==> src/rtl/seg_pkg.sv <==
// Shared constants for the seven-segment scan decoder: lit-polarity (1 = lit) segment
// patterns in gfedcba order, segment index bounds and the scan FSM state type.
package seg_pkg;

  localparam int unsigned SegA = 0;
  localparam int unsigned SegG = 6;

  localparam logic [6:0] SegPat0    = 7'b0111111;
  localparam logic [6:0] SegPat1    = 7'b0000110;
  localparam logic [6:0] SegPat2    = 7'b1011011;
  localparam logic [6:0] SegPat3    = 7'b1001111;
  localparam logic [6:0] SegPat4    = 7'b1100110;
  localparam logic [6:0] SegPat5    = 7'b1101101;
  localparam logic [6:0] SegPat6    = 7'b1111101;
  localparam logic [6:0] SegPat7    = 7'b0000111;
  localparam logic [6:0] SegPat7Alt = 7'b0100111;
  localparam logic [6:0] SegPat8    = 7'b1111111;
  localparam logic [6:0] SegPat9    = 7'b1101111;
  localparam logic [6:0] SegPatA    = 7'b1110111;
  localparam logic [6:0] SegPatB    = 7'b1111100;
  localparam logic [6:0] SegPatC    = 7'b0111001;
  localparam logic [6:0] SegPatD    = 7'b1011110;
  localparam logic [6:0] SegPatE    = 7'b1111001;
  localparam logic [6:0] SegPatF    = 7'b1110001;

  typedef enum logic [1:0] {
    StIdle,
    StSettle,
    StHold
  } seg_state_e;

endpackage

==> src/rtl/seg_scan_decoder_if.sv <==
// Display-side bundle of the scan decoder: raw scanned lines in, decoded frame out.
interface seg_scan_decoder_if #(
  parameter int unsigned NUM_DIG = 2
);
  logic [6:0]           iSEG;
  logic [NUM_DIG-1:0]   iDIG_SEL;
  logic [4*NUM_DIG-1:0] oNUM;
  logic                 oVALID;
  logic                 oERR;

  modport master (
    output iSEG,
    output iDIG_SEL,
    input  oNUM,
    input  oVALID,
    input  oERR
  );

  modport slave (
    input  iSEG,
    input  iDIG_SEL,
    output oNUM,
    output oVALID,
    output oERR
  );
endinterface

==> src/rtl/seg_pattern_dec.sv <==
// Combinational lit-polarity segment pattern to BCD decoder with pattern-error flag.
// Defining SEG_DEC_HEX_EN adds the A-F glyphs as valid codes.
module seg_pattern_dec
  import seg_pkg::*;
(
  input  logic [SegG:SegA] lit,
  output logic [3:0]       val,
  output logic             err
);

  always_comb begin
    val = 4'hF;
    err = 1'b0;
    case (lit)
      SegPat0:             val = 4'h0;
      SegPat1:             val = 4'h1;
      SegPat2:             val = 4'h2;
      SegPat3:             val = 4'h3;
      SegPat4:             val = 4'h4;
      SegPat5:             val = 4'h5;
      SegPat6:             val = 4'h6;
      SegPat7, SegPat7Alt: val = 4'h7;
      SegPat8:             val = 4'h8;
      SegPat9:             val = 4'h9;
`ifdef SEG_DEC_HEX_EN
      SegPatA:             val = 4'hA;
      SegPatB:             val = 4'hB;
      SegPatC:             val = 4'hC;
      SegPatD:             val = 4'hD;
      SegPatE:             val = 4'hE;
      SegPatF:             val = 4'hF;
`endif
      default:             err = 1'b1;
    endcase
  end

endmodule

==> src/rtl/seg_scan_decoder.sv <==
// Receiver for a multiplexed seven-segment display: synchronises the scanned lines,
// filters scan glitches, and emits one decoded frame per complete scan of all digits.
module seg_scan_decoder
  import seg_pkg::*;
#(
  parameter int unsigned NUM_DIG        = 2,
  parameter int unsigned STABLE_CYC     = 16,
  parameter bit          SEG_ACTIVE_LOW = 1'b1
) (
  input logic               clk,
  input logic               rst,
  seg_scan_decoder_if.slave bus
);

  localparam int unsigned WordW = NUM_DIG + 7;
  localparam int unsigned CntW  = $clog2(STABLE_CYC);
  localparam logic [CntW-1:0] CntMax = CntW'(STABLE_CYC - 1);
  // Accept fires on the matching sample that takes the counter to STABLE_CYC-1.
  localparam logic [CntW-1:0] CntAcc = CntW'(STABLE_CYC - 2);

  logic [WordW-1:0]     sync1_q, sync2_q, sample;
  logic [WordW-1:0]     ref_q, ref_d;
  logic [CntW-1:0]      cnt_q, cnt_d;
  seg_state_e           state_q, state_d;
  logic                 match, accept, acc_ok;
  logic [NUM_DIG-1:0]   ref_sel, wr;
  logic [6:0]           ref_seg;
  logic [3:0]           dec_val;
  logic                 dec_err;
  logic [4*NUM_DIG-1:0] buf_q, buf_d, num_q, num_d;
  logic [NUM_DIG-1:0]   seen_q, seen_d;
  logic                 err_acc_q, err_acc_d, err_q, err_d, valid_q, valid_d;
  logic                 seen_full;

  // Input synchroniser; segments are flipped afterwards so the core always sees 1 = lit.
  always_ff @(posedge clk) begin
    if (rst) begin
      sync1_q <= '0;
      sync2_q <= '0;
    end else begin
      sync1_q <= {bus.iDIG_SEL, bus.iSEG};
      sync2_q <= sync1_q;
    end
  end

  assign sample = SEG_ACTIVE_LOW ? {sync2_q[WordW-1:7], ~sync2_q[6:0]} : sync2_q;
  assign match  = (sample == ref_q);

  always_ff @(posedge clk) begin
    if (rst) begin
      state_q <= StIdle;
      ref_q   <= '0;
      cnt_q   <= '0;
    end else begin
      state_q <= state_d;
      ref_q   <= ref_d;
      cnt_q   <= cnt_d;
    end
  end

  always_comb begin
    state_d = state_q;
    ref_d   = ref_q;
    cnt_d   = cnt_q;
    unique case (state_q)
      StIdle: begin
        ref_d   = sample;
        cnt_d   = '0;
        state_d = StSettle;
      end
      StSettle: begin
        if (match) begin
          if (cnt_q != CntMax) cnt_d = cnt_q + CntW'(1);
          if (cnt_q == CntAcc) state_d = StHold;
        end else begin
          ref_d = sample;
          cnt_d = '0;
        end
      end
      StHold: begin
        if (!match) begin
          ref_d   = sample;
          cnt_d   = '0;
          state_d = StSettle;
        end
      end
      default: state_d = StIdle;
    endcase
  end

  always_comb begin
    accept = (state_q == StSettle) && match && (cnt_q == CntAcc);
  end

  assign ref_sel = ref_q[WordW-1:7];
  assign ref_seg = ref_q[6:0];

  seg_pattern_dec u_dec (
    .lit (ref_seg),
    .val (dec_val),
    .err (dec_err)
  );

  // A zero or multi-hot select is a scan transition, not a digit, so it is dropped.
  assign acc_ok    = accept && $onehot(ref_sel);
  assign wr        = acc_ok ? ref_sel : '0;
  assign seen_full = &seen_q;

  always_comb begin
    buf_d = buf_q;
    for (int k = 0; k < int'(NUM_DIG); k++) begin
      if (wr[k]) buf_d[4*k +: 4] = dec_val;
    end
    // Closing a frame clears the accumulators first so a same-cycle accept starts the next one.
    seen_d    = (seen_full ? '0 : seen_q) | wr;
    err_acc_d = (seen_full ? 1'b0 : err_acc_q) | (acc_ok & dec_err);
    valid_d   = seen_full;
    num_d     = seen_full ? buf_q : num_q;
    err_d     = seen_full ? err_acc_q : err_q;
  end

  always_ff @(posedge clk) begin
    if (rst) begin
      buf_q     <= '0;
      seen_q    <= '0;
      err_acc_q <= 1'b0;
      valid_q   <= 1'b0;
      num_q     <= '0;
      err_q     <= 1'b0;
    end else begin
      buf_q     <= buf_d;
      seen_q    <= seen_d;
      err_acc_q <= err_acc_d;
      valid_q   <= valid_d;
      num_q     <= num_d;
      err_q     <= err_d;
    end
  end

  assign bus.oNUM   = num_q;
  assign bus.oVALID = valid_q;
  assign bus.oERR   = err_q;

endmodule

==> src/flat_wrapper.sv <==
// flat-port wrapper written by rule: the top's interface ports become plain ports
module seg_scan_decoder_flat import seg_pkg::*;
#(
  parameter int unsigned NUM_DIG        = 2,
  parameter int unsigned STABLE_CYC     = 16,
  parameter bit          SEG_ACTIVE_LOW = 1'b1
)
  (clk, rst, bus_iSEG, bus_iDIG_SEL, bus_oNUM, bus_oVALID, bus_oERR);
  seg_scan_decoder_if #(.NUM_DIG(NUM_DIG)) bus_i ();
  input logic clk;
  input logic rst;
  input wire logic [$bits(bus_i.iSEG)-1:0] bus_iSEG;
  input wire logic [$bits(bus_i.iDIG_SEL)-1:0] bus_iDIG_SEL;
  output wire logic [$bits(bus_i.oNUM)-1:0] bus_oNUM;
  output wire logic [$bits(bus_i.oVALID)-1:0] bus_oVALID;
  output wire logic [$bits(bus_i.oERR)-1:0] bus_oERR;
  assign bus_i.iSEG = bus_iSEG;
  assign bus_i.iDIG_SEL = bus_iDIG_SEL;
  assign bus_oNUM = bus_i.oNUM;
  assign bus_oVALID = bus_i.oVALID;
  assign bus_oERR = bus_i.oERR;
  seg_scan_decoder #(.NUM_DIG(NUM_DIG), .STABLE_CYC(STABLE_CYC), .SEG_ACTIVE_LOW(SEG_ACTIVE_LOW)) u_core (.clk(clk), .rst(rst), .bus(bus_i));
endmodule
==> config.mk <==
export PLATFORM = sky130hd
export DESIGN_NAME = seg_scan_decoder_flat
export DESIGN_NICKNAME = d
export VERILOG_FILES = /design/src/rtl/seg_pkg.sv /design/src/rtl/seg_scan_decoder_if.sv /design/src/rtl/seg_pattern_dec.sv /design/src/rtl/seg_scan_decoder.sv /design/src/flat_wrapper.sv
export SDC_FILE = /design/constraint.sdc
export NUM_CORES = 1
export LEC_CHECK = 0
export BUFFER_PORTS_ARGS = -buffer_cell sky130_fd_sc_hd__buf_2
export CORE_MARGIN = 2
export CORE_UTILIZATION = 39
export DETAILED_ROUTE_END_ITERATION = 12
export MAX_ROUTING_LAYER = met4
export SLEW_MARGIN = 20
export SYNTH_ARGS = -nofsm -noshare
export SYNTH_HDL_FRONTEND = slang
export SYNTH_SLANG_ARGS = --single-unit
export TNS_END_PERCENT = 30
==> constraint.sdc <==
create_clock -name clk -period 2.9 [get_ports clk]
set_input_delay 0.145 -clock clk [delete_from_list [all_inputs] [get_ports clk]]
set_output_delay 0.145 -clock clk [all_outputs]
set_load 0.02 [all_outputs]
==> flow_metrics.tcl, run 1 <==
set metrics [dict create \
    syn-num-nets 272 \
    ant_nets 0 \
    synth-edff-count 0 \
    die_height_um 81.3 \
    end_kind "flip-flop" \
    path_class "flip-flop to flip-flop" \
    p_sw_mw 0.388 \
    cts_buffer_depth 2 \
    final_common_cell "dfxtp_1" \
    fp.coreArea_um2 5850 \
    final.period_utilization_pct 78.7 \
    netlist-cell-type-count 43 \
    antenna_found_initial 0 \
    fmax_mhz 438 \
    power_density_nw_per_um2 554 \
    synth_top_family_by_area "simple AND/OR/NAND/NOR gates" \
    drc 0 \
    crit_arrival_ns 2.44 \
    pwr-share-seq_pct 57.8 \
    syn_area_per_cell_um2 9.13 \
    clock-sinks 54 \
    finalNetCount 284 \
    cts_resized 0 \
    peakVddDrop_mv 0.295 \
    die_area_um2 6600 \
    synth_compound_area_share_pct 14.2 \
    fp.dieW_um 81.3 \
    yosysTopAreaCell "dfxtp_1" \
    root_buffer "clkbuf_8" \
    hold_path_end "u_core.sync1_q[1]$_SDFF_PP0_" \
    period_needed_ns 2.28 \
    critical_path.cell_chain "xnor2_1 > nor4_4 > nand3_2 > or4b_4 > a311oi_2 > a211oi_2" \
    synth-seq-cells 54 \
    min-delay-start "bus_iSEG[1]" \
    internal_power_mw 1.02 \
    synth_area_leaders "dfxtp_1 (46%), nor2b_1 (6.2%), nor2_1 (4.7%)" \
    clock_latency_ns 0.31 \
    cts_tree "built" \
    io_pins 21 \
    first_global_vias 1520 \
    crit_path_top_delay_cell "or4b_4" \
    maxSlewHeadroom_pct 37.2 \
    overflow 0 \
    fin_area_um2 2540 \
    post_drt_wl_per_cell_um 11.8 \
    area_growth_pct 9.19 \
    clk_pin_slew_worst_paths_ns 0.10 \
    vias 1689 \
    rsz0062_at_grt "no" \
    finalMaxSlewViolations 0 \
    status "complete, no violations" \
    viasPerCell 4.92 \
    hold_viol 0 \
    dr.pass1.iters 4 \
    drv_cap 0 \
    synthFlopType "dfxtp_1" \
    crit_fanout 7 \
    grt_pass1_wl_um 6900 \
    critPathLaunchType "flip-flop" \
    totalPowerFinal_mw 1.41 \
    ff2ff_setup_slack_ns 0.62 \
    finalSetupViolCount 0 \
    cpPeakStageDelay_ns 0.62 \
    combPwrFrac_pct 12.9 \
    power.share.clock_pct 29.3 \
    layout-drive-gt1-share_pct 14.6 \
    grt_max_degree 55 \
    netlist_instances 255 \
    worstPathRequired_ns 3.06 \
    rr_endpoint "u_core.buf_q[3]$_SDFFE_PP0P_" \
    tns_ns 0 \
    rows 28 \
    finClkSkew_ns 0.00639 \
    cts_hold_buf 0 \
    yosys_warnings 0 \
    start_util_pct 39.8 \
    dpl_cell_area_um2 2450 \
    antenna_cells 0 \
    syn_area_um2 2330 \
    grtUsageTotal_pct 13.8 \
    reg2regPathDepth 6 \
    wirelength_um 4060 \
    p_leak_nw 0.960 \
    p_sw_share_pct 27.6 \
    first_iter_violations 95 \
    synthMuxAreaShare_pct 3.60 \
    post-cts-setup-buffer-count 0 \
    hold_depth 2 \
    hold_class "input pin to flip-flop" \
    ys_async_sr_fraction_pct 0 \
    synth_xor_area_share_pct 4.14 \
    synth_top_area_share_pct 46.5 \
    tightest_slew_ns 0.942 \
    place_congestion 0.858 \
    synthSimpleGateAreaFrac_pct 23.2 \
    cts.htree.levels 2 \
    synth_adder_area_share_pct 3.23 \
    cts_buffers 5 \
    rr_startpoint "u_core.ref_q[4]$_SDFFE_PP0P_" \
    dp_hpwl_um 2800 \
    portBuffers 20 \
    seq_area_frac_synth_pct 46.5 \
    final_cell_mix "dfxtp_1 (54), nor2_1 (29), nand2_1 (24), nor2b_1 (23), buf_2 (20)" \
]
==> routing by layer <==
metal | vias to the layer above | track usage [%] | share of wire [%]
met5 | - | - | 0
met4 | 0 | 4.75 | 1.6
met3 | 8 | 4.33 | 4.3
met2 | 32 | 22.3 | 45
met1 | 752 | 16.4 | 49
li1 | 897 | - | -
==> power by group through the flow <==
stage	clock network, mW	logic (mW)	registers (mW)
floorplan	0	0.182	0.801
global placement	0	0.182	0.828
detailed placement	0	0.182	0.831
CTS	0.430	0.184	0.814
global route	0.470	0.206	0.820
finish	0.412	0.181	0.814
==> synth_stat cells, drive strengths merged (5+ instances only) <==
cell / n
nor3: 6
nand2: 24
a211oi: 9
xnor2: 8
clkbuf: 10
nor2b: 23
nand3: 5
mux2i: 5
nor2: 29
o21ai: 8
buf: 7
ha: 6
inv: 9
nand4: 5
a21oi: 12
dfxtp: 54
==> how the worst max path moves through the flow <==
stage,to,slack [ns],start,depth (start not counted)
2_1_floorplan,u_core.buf_q[3]$_SDFFE_PP0P_,0.73,u_core.ref_q[2]$_SDFFE_PP0P_,8
3_3_place_gp,u_core.buf_q[3]$_SDFFE_PP0P_,0.70,u_core.ref_q[4]$_SDFFE_PP0P_,6
3_5_place_dp,u_core.buf_q[3]$_SDFFE_PP0P_,0.63,u_core.ref_q[4]$_SDFFE_PP0P_,6
4_1_cts,u_core.buf_q[3]$_SDFFE_PP0P_,0.61,u_core.ref_q[4]$_SDFFE_PP0P_,6
5_1_grt,u_core.buf_q[3]$_SDFFE_PP0P_,0.53,u_core.ref_q[3]$_SDFFE_PP0P_,6
6_report,u_core.buf_q[3]$_SDFFE_PP0P_,0.62,u_core.ref_q[4]$_SDFFE_PP0P_,6
==> worst max-delay path, delay by kind of cell, from the launching register on <==
family,cells,cell delay [ns]
AOI/OAI and AO/OA,2,0.30
xor gates and xnor gates,1,0.16
DFF,1,0.48
and+or+nand+nor,3,1.19
==> registers in the layout, indices dropped and copies added, names as in the netlist <==
signal	flops
u_core.buf_q	8
u_core.bus.oERR	1
u_core.bus.oNUM	8
u_core.bus.oVALID	1
u_core.cnt_q	4
u_core.err_acc_q	1
u_core.ref_q	9
u_core.seen_q	2
u_core.state_q	2
u_core.sync1_q	9
u_core.sync2_q	9
==> cell type report <==
cell class / count / area [um2]
Inverter: 9 / 33.8
Fill cell: 587 / 3310
Multi-Input combinational cell: 175 / 1130
Timing Repair Buffer: 22 / 115
Sequential cell: 54 / 1080
Tap cell: 75 / 93.8
Clock inverter: 3 / 21.3
Clock buffer: 5 / 68.8
==> metrics by stage <==
stage	util, %	hold WS [ns]	setup slack (ns)	cells
4_1_cts	43.4	0.0331	0.606	343
3_5_place_dp	41.9	0.357	0.632	335
5_1_grt	43.4	0.0453	0.530	343
6_report	43.4	0.0358	0.619	343
2_1_floorplan	-	0.273	0.732	255
3_3_place_gp	41.9	0.351	0.701	335
==> kinds of logic after synthesis <==
group | count (synthesis)
AND/OR/NAND/NOR | 103
flip-flops | 54
AO/OA/AOI/OAI | 47
buffers and inverters | 26
XOR/XNOR | 11
multiplexers | 8
adder cells (fa/ha/maj) | 6
Power figures use the tool's default switching activity.
==> run 2: changes to the inputs <==
==> constraint.sdc (replaced) <==
create_clock -name clk -period 1.9 [get_ports clk]
set_input_delay 0.095 -clock clk [delete_from_list [all_inputs] [get_ports clk]]
set_output_delay 0.095 -clock clk [all_outputs]
set_load 0.02 [all_outputs]
==> run 2 against run 1 <==
Compared with the run above:
- the flow now finishes with violations (setup timing)
- largest cell class unchanged
- final cell count grew 8.7%
- final area grew 13%
- flip-flop and latch count is the same
- largest power group unchanged
- combinational power grew 120%
- first-iteration DRC count shrank 35%
==> flow_metrics.tcl, run 2 (synthesis results as in run 1) <==
set metrics [dict create \
    final.period_utilization_pct 102 \
    area_growth_pct 22.9 \
    status "finished with violations" \
    dp_hpwl_um 2890 \
    drv_cap 0 \
    peakVddDrop_mv 0.439 \
    fp.coreArea_um2 5850 \
    fin_area_um2 2860 \
    final_cell_mix "dfxtp_1 (51), nor2_1 (28), nand2_1 (24), nor2b_1 (23), buf_4 (22)" \
    root_buffer "clkbuf_8" \
    crit_fanout 5 \
    finalNetCount 314 \
    layout-drive-gt1-share_pct 23.5 \
    dr.pass1.iters 4 \
    rsz0062_at_grt "yes" \
    p_leak_nw 1.12 \
    cts_buffer_depth 2 \
    clock_latency_ns 0.32 \
    post-cts-setup-buffer-count 0 \
    power_density_nw_per_um2 795 \
    antenna_cells 0 \
    start_util_pct 39.8 \
    ant_nets 0 \
    clk_pin_slew_worst_paths_ns 0.10 \
    wirelength_um 4110 \
    reg_top3 "u_core.ref_q x9, u_core.sync1_q x9, u_core.sync2_q x9" \
    fillCellCount 554 \
    portBuffers 20 \
    dp_slack_ns -0.0403 \
    clock-sinks 54 \
    tightest_slew_ns 0.536 \
    worstPathRequired_ns 2.09 \
    rows 28 \
    timing.final.ws_setup_ns -0.0438 \
    top_layer "met4" \
    crit_arrival_ns 2.14 \
    finClkSkew_ns 0.00898 \
    wl_met1_um 2010 \
    cts_buffers 5 \
    wl_met2_um 1910 \
    path_class "flip-flop to flip-flop" \
    cts.htree.levels 2 \
    first_iter_violations 62 \
    dpl_cell_area_um2 2640 \
    crit_path_top_delay_cell "or4b_4" \
    io_pins 21 \
    fmax_mhz 514 \
    hold_class "input pin to flip-flop" \
    crit_buf_inv 1 \
    grt_pass1_wl_um 7000 \
    vias 1804 \
    period_needed_ns 1.94 \
    post_drt_wl_per_cell_um 11.0 \
    fp.dieW_um 81.3 \
    final_common_cell "dfxtp_1" \
    violations "setup timing" \
    antenna_found_initial 0 \
    finalMaxSlewViolations 0 \
    critical_path.cell_chain "xnor2_1 > nor4_4 > nand3_2 > or4b_4 > buf_12 > mux2i_2 > nor2_1" \
    cpLargestDelayFamily "simple AND/OR/NAND/NOR gates" \
    maxSlewHeadroom_pct 64.2 \
    critPathLaunchType "flip-flop" \
    grt_max_degree 54 \
    grtUsageTotal_pct 14.0 \
    wl_met3_um 126 \
    die_area_um2 6600 \
    finalSetupViolCount 3 \
    totalPowerFinal_mw 2.27 \
    drc 0 \
    die_height_um 81.3 \
    end_kind "flip-flop" \
    first_global_vias 1616 \
    viasPerCell 4.84 \
    cts_tree "built" \
    place_congestion 0.777 \
    hold_viol 0 \
    overflow 0 \
    cpPeakStageDelay_ns 0.52 \
]
## run 2: cell count changes in the layout (fill, tap and decap cells not counted), moves of 2 or more
| cell | previous run | this run |
|---|---|---|
| buf_4 | 2 | 22 |
| dlygate4sd3_1 | 0 | 9 |
| dfxtp_1 | 54 | 51 |
| dfxtp_2 | 0 | 3 |
| o21ai_0 | 8 | 6 |
| o21ai_1 | 0 | 2 |
## run 2: where the power goes
| part | leakage, nW | switching (mW) | internal (mW) |
|---|---|---|---|
| clock | 0.0447 | 0.396 | 0.267 |
| sequential | 0.443 | 0.0313 | 1.18 |
| combinational | 0.629 | 0.212 | 0.188 |
| total | 1.12 | 0.639 | 1.64 |
## run 2: tightest hold or removal path: stages
cell and delay (ns):
buf_2 0.09, nor2b_1 0.04, nand4_1 0.09, or3_1 0.16, o31ai_2 0.08
## run 2: final cells by class
type / instances / area, um2 / share of cell area, %
Multi-Input combinational cell: 175 / 1180 / 41.2
Sequential cell: 54 / 1080 / 37.9
Timing Repair Buffer: 52 / 375 / 13.1
Tap cell: 75 / 93.8 / 3.28
Clock buffer: 5 / 68.8 / 2.41
Inverter: 9 / 33.8 / 1.18
Clock inverter: 3 / 25.0 / 0.875
## run 2: per-layer routing
| metal | GRT usage (%) | up-vias |
|---|---|---|
| met1 | 15.9 | 819 |
| li1 | - | 955 |
| met5 | - | - |
| met2 | 23.5 | 25 |
| met3 | 4.00 | 5 |
| met4 | 5.08 | 0 |
## run 2: worst paths after layout
kind | start | endpoint | slack (ns) | depth (start not counted)
setup / recovery | u_core.sync2_q[2]$_SDFF_PP0_ | u_core.buf_q[1]$_SDFFE_PP0P_ | -0.04 | 7
hold / removal | rst | u_core.cnt_q[3]$_SDFFE_PP0P_ | 0.27 | 5
setup reg to reg | u_core.sync2_q[2]$_SDFF_PP0_ | u_core.buf_q[1]$_SDFFE_PP0P_ | -0.04 | 7
hold reg to reg | u_core.sync1_q[2]$_SDFF_PP0_ | u_core.sync2_q[2]$_SDFF_PP0_ | 0.44 | 1
## run 2: what timing repair did
item,4_1_cts,5_1_grt
hold endpoints to repair,9,0
pin swaps,1,1
hold buffers,9,0
resized for setup,3,9
endpoints found under the setup margin,7,20
## run 2: through the flow
step | hold slack, ns | utilization [%] | cells | TNS (ns)
final | 0.275 | 48.9 | 373 | -0.0809
after global routing | 0.336 | 48.9 | 373 | -0.566
after CTS | 0.260 | 48.4 | 373 | -0.0242
after detailed placement | 0.308 | 45.1 | 356 | -0.196
after global placement | 0.303 | 45.1 | 356 | 0
after floorplan | 0.223 | - | 255 | -0.894
==> run 3: changes to the inputs <==
--- a/config.mk
+++ b/config.mk
@@ -5,6 +5,7 @@
 export SDC_FILE = /design/constraint.sdc
 export NUM_CORES = 1
 export LEC_CHECK = 0
+export ABC_AREA = 1
 export BUFFER_PORTS_ARGS = -buffer_cell sky130_fd_sc_hd__buf_2
 export CORE_MARGIN = 2
 export CORE_UTILIZATION = 39
==> constraint.sdc (replaced) <==
create_clock -name clk -period 2.5 [get_ports clk]
set_input_delay 0.125 -clock clk [delete_from_list [all_inputs] [get_ports clk]]
set_output_delay 0.125 -clock clk [all_outputs]
set_load 0.02 [all_outputs]
==> run 3 against run 2 <==
Compared with the run above:
- the run now ends clean
- setup slack better by 0.88 ns
- combinational power is 31% higher
- via count grew 7.4%
- highest routed layer unchanged
==> flow_metrics.tcl, run 3 <==
set metrics [dict create \
    status "complete, no violations" \
    critPathLaunchType "flip-flop" \
    syn_area_per_cell_um2 7.27 \
    yosys_warnings 0 \
    tns_ns 0 \
    viasPerCell 4.48 \
    ff2ff_setup_slack_ns 0.84 \
    place_congestion 0.884 \
    cts_buffers 5 \
    area_growth_pct 8.68 \
    finalSetupViolCount 0 \
    hold_viol 0 \
    post-cts-setup-buffer-count 0 \
    power_density_nw_per_um2 754 \
    vias 1938 \
    layout-drive-gt1-share_pct 12.6 \
    seq_area_frac_synth_pct 43.8 \
    fp.coreArea_um2 6030 \
    clk_pin_slew_worst_paths_ns 0.09 \
    cts.htree.levels 2 \
    rows 28 \
    clock-sinks 54 \
    io_pins 21 \
    cts_hold_buf 0 \
    yosysTopAreaCell "dfxtp_1" \
    grtUsageTotal_pct 13.5 \
    antenna_found_initial 0 \
    ys_async_sr_fraction_pct 0 \
    finalNetCount 375 \
    dp_hpwl_um 3170 \
    end_kind "flip-flop" \
    rsz0062_at_grt "no" \
    crit_arrival_ns 1.86 \
    fmax_mhz 601 \
    portBuffers 20 \
    maxSlewHeadroom_pct 39.5 \
    first_iter_violations 64 \
    fin_area_um2 2680 \
    crit_fanout 6 \
    grt_pass1_wl_um 7720 \
    die_area_um2 6980 \
    yosys-top-cells-count "nor2_1 (67), nand2_1 (66), inv_1 (55), dfxtp_1 (54), a21oi_1 (22)" \
    wirelength_um 4420 \
    finalMaxSlewViolations 0 \
    yosysMostFrequentCell "nor2_1" \
    first_global_vias 1786 \
    cts_buffer_depth 2 \
    peakVddDrop_mv 0.360 \
    synth_top_area_share_pct 43.8 \
    netlist_instances 339 \
    synthFlopType "dfxtp_1" \
    final_cell_mix "nor2_1 (67), nand2_1 (66), inv_1 (55), dfxtp_1 (54), a21oi_1 (22)" \
    reg_top3 "u_core.ref_q x9, u_core.sync1_q x9, u_core.sync2_q x9" \
    tightest_slew_ns 0.907 \
    overflow 0 \
    antenna_cells 0 \
    die_height_um 83.5 \
    syn-num-nets 356 \
    drv_cap 0 \
    fin_hold_ws_ns 0.0167 \
    dr.pass1.iters 4 \
    synth-edff-count 0 \
    grt_max_degree 30 \
    period_needed_ns 1.66 \
    ant_nets 0 \
    syn_area_um2 2470 \
    hold_class "input pin to flip-flop" \
    start_util_pct 40.9 \
    totalPowerFinal_mw 2.02 \
    clock_latency_ns 0.30 \
    dpl_cell_area_um2 2600 \
    drc 0 \
    synth_area_leaders "dfxtp_1 (44%), nor2_1 (10%), nand2_1 (10%)" \
    worstPathRequired_ns 2.70 \
    root_buffer "clkbuf_8" \
    cts_resized 0 \
    netlist-cell-type-count 31 \
    post_drt_wl_per_cell_um 10.2 \
    cts_tree "built" \
    final.period_utilization_pct 66.5 \
    path_class "flip-flop to flip-flop" \
    p_leak_nw 1.32 \
    final_common_cell "nor2_1" \
    synth-seq-cells 54 \
    fp.dieW_um 83.5 \
    finClkSkew_ns 0.0105 \
    place_inst 426 \
    finalNonFillerCells 433 \
]
run 3: changes by cell type in the layout (fill, tap and decap cells not counted), moves of 9 or more:
cell,before,now
inv_1,9,55
nor2b_1,23,0
a21oi_1,12,22
nand2_1,24,66
buf_4,22,0
dlygate4sd3_1,9,0
nor2_1,28,67
run 3: kinds of logic after synthesis:
family	Yosys count	share of synthesized area (%)
AOI/OAI and AO/OA	43	9.39
xor gates and xnor gates	5	1.78
adders and majority gates	6	3.04
buffers and inverters	66	11.2
DFF	54	43.8
and+or+nand+nor	165	30.7
run 3: path summary, 6_finish.rpt:
check,from,to,depth (start not counted)
worst max-delay path,u_core.ref_q[6]$_SDFFE_PP0P_,u_core.buf_q[3]$_SDFFE_PP0P_,9
worst max register to register,u_core.ref_q[6]$_SDFFE_PP0P_,u_core.buf_q[3]$_SDFFE_PP0P_,9
worst min register to register,u_core.sync1_q[0]$_SDFF_PP0_,u_core.sync2_q[0]$_SDFF_PP0_,2
worst min-delay path,bus_iSEG[2],u_core.sync1_q[2]$_SDFF_PP0_,3
run 3: area by class of cell:
type | count | area (um2)
clock inverters | 2 | 10.0
multi-input cells | 219 | 1110
flip-flops and latches | 54 | 1080
clock buffers | 5 | 68.8
well taps | 75 | 93.8
repair buffers | 20 | 100
fillers | 649 | 3350
inverters | 58 | 218
run 3: critical path, stage by stage (launching register included):
cell	delay [ns]
dfxtp_1	0.45
inv_1	0.15
nor3_1	0.25
nand2_1	0.11
nand2_1	0.08
nor2_1	0.05
nand3_1	0.15
o21ai_0	0.16
nor2_1	0.11
nor2_1	0.05
run 3: metal layers:
| layer | wire (um) | global-route usage [%] | vias to the layer above |
|---|---|---|---|
| li1 | - | - | 1070 |
| met1 | 2240 | 16.3 | 848 |
| met2 | 2050 | 23.2 | 18 |
| met3 | 107 | 2.67 | 2 |
| met4 | 29 | 3.52 | 0 |
| met5 | 0 | - | - |
run 3: power breakdown:
part | internal, mW | leakage [nW] | switching, mW
Combinational | 0.179 | 0.833 | 0.345
Clock | 0.189 | 0.0438 | 0.273
Sequential | 0.942 | 0.442 | 0.0936
Total | 1.31 | 1.32 | 0.712
run 3: through the flow:
stage	setup slack, ns	util, %
global route	0.631	44.5
finish	0.837	44.5
CTS	0.821	44.5
floorplan	1.02	-
global placement	0.881	43.2
detailed placement	0.858	43.2
